$ cat config.mk
export PLATFORM = sky130hd
export DESIGN_NAME = countdown_timer
export DESIGN_NICKNAME = d
export VERILOG_FILES = /design/src/rtl/countdown_timer.sv
export SDC_FILE = /design/constraint.sdc
export NUM_CORES = 1
export LEC_CHECK = 0
export ABC_AREA = 1
export BUFFER_PORTS_ARGS = -buffer_cell sky130_fd_sc_hd__buf_2
export CORE_MARGIN = 4
export CORE_UTILIZATION = 52
export DETAILED_ROUTE_END_ITERATION = 10
export PLACE_DENSITY = 0.75
export SYNTH_ARGS = -nofsm -noshare
export SYNTH_HDL_FRONTEND = slang
export SYNTH_SLANG_ARGS = --single-unit
$ cat constraint.sdc
create_clock -name clk -period 1.6 [get_ports clk]
set_clock_uncertainty 0.05 [all_clocks]
set_input_delay 0.16 -clock clk [delete_from_list [all_inputs] [get_ports clk]]
set_output_delay 0.16 -clock clk [all_outputs]
set_load 0.02 [all_outputs]
$ cat src/rtl/countdown_timer.sv
// countdown_timer: M:SS.d down-counter with a latched alarm at zero.
// Digits are kept in a 4-entry BCD array:
//   [0] tenths, [1] seconds, [2] tens of seconds, [3] minutes.
// A prescaler that runs only in RUN divides clk down to the tenth-second tick.
// Because the prescaler holds its value across a pause, a stop/start pair
// neither drops nor repeats a tick.
module countdown_timer #(
    parameter int TICK_DIV = 1,
    parameter int PRESC_W  = 24
) (
    input  logic       clk,
    input  logic       reset,
    input  logic       load,
    input  logic [3:0] set_min0,
    input  logic [3:0] set_sec1,
    input  logic [3:0] set_sec0,
    input  logic [3:0] set_milSec0,
    input  logic       start_resume,
    input  logic       stop,
    input  logic       alarm_ack,
    output logic [3:0] min0,
    output logic [3:0] sec1,
    output logic [3:0] sec0,
    output logic [3:0] milSec0,
    output logic       running,
    output logic       alarm
);

    typedef enum logic [1:0] {
        IDLE    = 2'd0,
        RUN     = 2'd1,
        PAUSED  = 2'd2,
        EXPIRED = 2'd3
    } state_t;

    localparam logic [PRESC_W-1:0] TICK_LAST = PRESC_W'(TICK_DIV - 1);

    state_t              state_reg, state_next;
    logic [PRESC_W-1:0]  presc_reg, presc_next;
    logic                alarm_reg, alarm_next;
    logic [3:0]          digit_reg  [4];
    logic [3:0]          digit_next [4];

    logic [3:0]          set_digit  [4];
    logic [3:0]          load_digit [4];
    logic [3:0]          dec_digit  [4];
    logic [3:0]          borrow;
    logic [3:0]          digit_zero;
    logic                count_zero;
    logic                count_one;
    logic                tick;

    assign set_digit[0] = set_milSec0;
    assign set_digit[1] = set_sec0;
    assign set_digit[2] = set_sec1;
    assign set_digit[3] = set_min0;

    // The tenths digit always takes the decrement; higher digits only on borrow.
    assign borrow[0] = 1'b1;

    // Per-digit load clamp, borrow-chain decrement and zero detect.
    for (genvar gi = 0; gi < 4; gi++) begin : g_digit
        // Tens of seconds wraps at 5; every other digit at 9.
        localparam logic [3:0] MAXV = (gi == 2) ? 4'd5 : 4'd9;

        assign load_digit[gi] = (set_digit[gi] > MAXV) ? MAXV : set_digit[gi];
        assign digit_zero[gi] = (digit_reg[gi] == 4'd0);
        assign dec_digit[gi]  = !borrow[gi]    ? digit_reg[gi] :
                                digit_zero[gi] ? MAXV :
                                                 digit_reg[gi] - 4'd1;
        if (gi < 3) begin : g_borrow
            assign borrow[gi+1] = borrow[gi] & digit_zero[gi];
        end
    end

    assign count_zero = &digit_zero;
    assign count_one  = (digit_reg[0] == 4'd1) && (&digit_zero[3:1]);
    assign tick       = (state_reg == RUN) && (presc_reg == TICK_LAST);

    // Next-state, next-count, prescaler and alarm decisions in priority order.
    always_comb begin
        state_next = state_reg;
        presc_next = presc_reg;
        alarm_next = alarm_reg;
        digit_next = digit_reg;

        if (load) begin
            digit_next = load_digit;
            state_next = IDLE;
            alarm_next = 1'b0;
            presc_next = '0;
        end else begin
            // An acknowledge may be overridden below by a fresh expiry.
            if (alarm_ack) begin
                alarm_next = 1'b0;
            end
            case (state_reg)
                IDLE, PAUSED: begin
                    if (!stop && start_resume) begin
                        if (count_zero) begin
                            state_next = EXPIRED;
                            alarm_next = 1'b1;
                        end else begin
                            state_next = RUN;
                        end
                    end
                end
                RUN: begin
                    if (stop) begin
                        state_next = PAUSED;
                    end else if (tick) begin
                        presc_next = '0;
                        digit_next = dec_digit;
                        if (count_one) begin
                            state_next = EXPIRED;
                            alarm_next = 1'b1;
                        end
                    end else begin
                        presc_next = presc_reg + PRESC_W'(1);
                    end
                end
                EXPIRED: begin
                    // Count is pinned at zero; only load or reset leave here.
                end
                default: begin
                    state_next = IDLE;
                end
            endcase
        end
    end

    // State, prescaler, alarm and digit registers with asynchronous clear.
    always_ff @(posedge clk or posedge reset) begin
        if (reset) begin
            state_reg <= IDLE;
            presc_reg <= '0;
            alarm_reg <= 1'b0;
            for (int i = 0; i < 4; i++) begin
                digit_reg[i] <= 4'd0;
            end
        end else begin
            state_reg <= state_next;
            presc_reg <= presc_next;
            alarm_reg <= alarm_next;
            for (int i = 0; i < 4; i++) begin
                digit_reg[i] <= digit_next[i];
            end
        end
    end

    assign milSec0 = digit_reg[0];
    assign sec0    = digit_reg[1];
    assign sec1    = digit_reg[2];
    assign min0    = digit_reg[3];
    assign running = (state_reg == RUN);
    assign alarm   = alarm_reg;

endmodule
==> metrics <==
adder-cell area share of the yosys netlist=0.850%; Worst VDD drop=0.000748 V; Async SR Flop Fraction=100%; ranking of synthesized cells by area=dfrtp_1 37%, nand2_1 16%, nor2_1 10%; Rel. slew slack=70.9%; Worst Tran Pin Value=0.436 ns; syn_area_per_cell=6.83 µm²; Detail Route Antenna Nets=0; Reg-to-Reg Start=presc_reg[8]; Leak=1.79 nW; gr usage total=23.0%; drt initial violations=110; Crit path max-delay family=simple AND/OR/NAND/NOR gates; CTS max path bufs=2; Final GP Congestion=0.886; CP startpoint=presc_reg[8]; synth cell count leaders=123 x nand2_1, 81 x nor2_1, 43 x dfrtp_1; layout cell share with drive strength beyond 1=29.3%; slowest stage delay, CP=0.44 ns; Cell Area, Synth=2940 µm²; vias after detailed routing=3065; RSZ-0062 raised after global routing=yes; post-synth top area share=36.6%; IO Count=40; Area Overhead vs Synth=28.5%; router iterations before antenna repair=4; Final Max Tran Viols=0; CTS root buf=clkbuf_8; Hold Crit Endpoint=state_reg[0]; placed cell count=567; largest net degree at the start of global routing=44; starting density of the core=53.4%; pwr/cell area=883 nW/µm²; Power, Total=3.34 mW; Worst EP required=1.79 ns; yosys warns=0; # setup viols final=12; Worst Slack Setup Final=-0.0478 ns; Die X=83.2 µm; worst endpoint data arrival time=1.84 ns; Crit Path Category=flip-flop to flip-flop; Rows=27; cts bufs inserted=5; cells after synthesis=431; Hold WS=0.0537 ns; status=finished with violations; worst hold path class=input port to flip-flop; DRC viols=0; complex-gate fraction of the synthesized area=10.7%; post-detailed-route via-to-cell ratio=5.28; DP Wirelength=5780 µm; Tcrit/Tclk final=103%; Tmin final=1.65 ns; Mapped Nets=455; HP Start=stop; Core Area=5510 µm²; failing checks=negative setup slack; Final Hold Vio Count=0; Cells on Worst Hold Path=2; R2R depth=8; most common cell in the synthesized netlist=nand2_1; Post-synth top flop=dfrtp_1; Critical path buffers and inverters=1; height of the die=83.2 µm; Clock Latency Late Sink=0.30 ns; post-synthesis mux area share=0%; CP most frequent cell=nand2_1; Post-DP Area=3450 µm²; final WL=7920 µm; drt wl/cell=13.6 µm; sequential area share after synthesis=36.6%; max_cap viols=0; H-tree Lvls=2; vias in the first global route=2886; non-filler instance count after layout=581; Netlist cell types=40; Total Nets Final=533; Reg clk slew, reported paths=0.09 ns; largest area contributor in the netlist=dfrtp_1; global route overflow=0; element type at the critical path start=flip-flop; Setup WS pre-CTS=-0.0628 ns; Die ar.=6930 µm²; Post-synth EDFFs=0; slowest CP cell=dfrtp_2; critical path depth=8; flop and latch count out of synthesis=43; Max Clk Rate=0.607 GHz; Design Area, Final=3780 µm²; crit-path max FO=7; Port Buffers=39; Synth Area in XOR/XNOR=3.87%; Simple-Gate Fraction of Synth Area=42.0%; Crit. End Element=flip-flop; CTS tree=done; first-pass GRT wire length=13100 µm; Critical R2R Capture=milSec0[1]; worst-path cell chain=nor2_2, nand2_1, nor2_2, nand3_4, o21ai_4, clkbuf_16, nand2_1, nand2_1; CTS sink cnt=43; n_diodes=0; main combinational cell family by area after synthesis=simple AND/OR/NAND/NOR gates; max FFs per register=24; initial antenna violation count=0; setup slack, reg-to-reg=-0.05 ns
-- repair_timing --
item,4_1_cts,5_1_grt
setup buffers,0,5
endpoints found under the hold margin,43,0
hold buffers,1,0
resized for setup,3,54
gates cloned,0,1
pin swaps,2,17
setup endpoints to repair,17,39
-- through the flow --
| stage | util [%] | setup TNS [ns] |
|---|---|---|
| 6_report | 68.7 | -0.278 |
| 5_1_grt | 68.7 | -2.87 |
| 4_1_cts | 64.5 | -0.000904 |
| 3_5_place_dp | 62.6 | -0.395 |
| 3_3_place_gp | 62.6 | -0.0118 |
| 2_1_floorplan | - | 0 |
-- worst max path at each step --
stage                         to  slack (ns)
floorplan           presc_reg[7]        0.07
global placement      milSec0[1]      -0.007
detailed placement    milSec0[1]       -0.06
CTS                   milSec0[3]     -0.0009
global route             min0[2]       -0.17
finish                milSec0[1]       -0.05
-- routing by layer --
metal	share of wire [%]	up-vias	wire length [µm]	track usage, %
met5	0	-	0	0
met1	44	1420	3460	28.5
li1	-	1555	-	-
met2	49	77	3920	41.0
met4	1.8	0	146	7.58
met3	4.9	13	389	2.78
-- cell families after synthesis --
| kind of cell | count (synthesis) |
|---|---|
| AO/OA/AOI/OAI | 55 |
| XOR/XNOR | 13 |
| adder cells (fa/ha/maj) | 2 |
| buffers and inverters | 40 |
| flip-flops | 43 |
| AND/OR/NAND/NOR | 278 |
-- worst reg2reg max path, stage by stage (launching register included) --
cell and delay (ns):
dfrtp_2 0.44, nor2_2 0.14, nand2_1 0.09, nor2_2 0.18, nand3_4 0.14, o21ai_4 0.23, clkbuf_16 0.22, nand2_1 0.05
nand2_1 0.06
-- power breakdown --
group | total (mW) | switching [mW] | internal (mW)
Combinational | 1.20 | 0.743 | 0.453
Clock | 0.726 | 0.386 | 0.340
Sequential | 1.42 | 0.191 | 1.23
-- final cells by class --
class / instances / area [µm²]
clock inverters: 1 / 5.00
well taps: 72 / 90.1
flip-flops and latches: 43 / 1080
multi-input cells: 348 / 1850
repair buffers: 80 / 548
inverters: 31 / 121
clock buffers: 6 / 82.6
fillers: 482 / 1730
-- layout by cell type, fill, tap and decap left out, types with 2 or more instances in the layout --
cell | synthesis | layout
inv_2 | 2 | 2
buf_12 | 0 | 2
nor3_1 | 5 | 3
dfrtp_1 | 43 | 38
nand3_1 | 29 | 27
o21ai_2 | 0 | 2
xnor2_1 | 4 | 4
inv_1 | 29 | 26
nand4_1 | 12 | 12
nor3_2 | 1 | 3
buf_4 | 0 | 37
o21ai_0 | 25 | 17
nor2_2 | 11 | 17
nor2_4 | 1 | 7
o22ai_1 | 2 | 2
inv_4 | 0 | 2
clkbuf_8 | 0 | 6
xor2_1 | 9 | 9
nand2_2 | 6 | 9
dfrtp_2 | 0 | 5
nand2_4 | 1 | 2
o21ai_1 | 5 | 11
a21oi_1 | 14 | 13
nand2_1 | 123 | 118
nand3_4 | 1 | 4
buf_2 | 4 | 39
nor2_1 | 81 | 69
No activity file was read; power rests on OpenSTA's default activity.
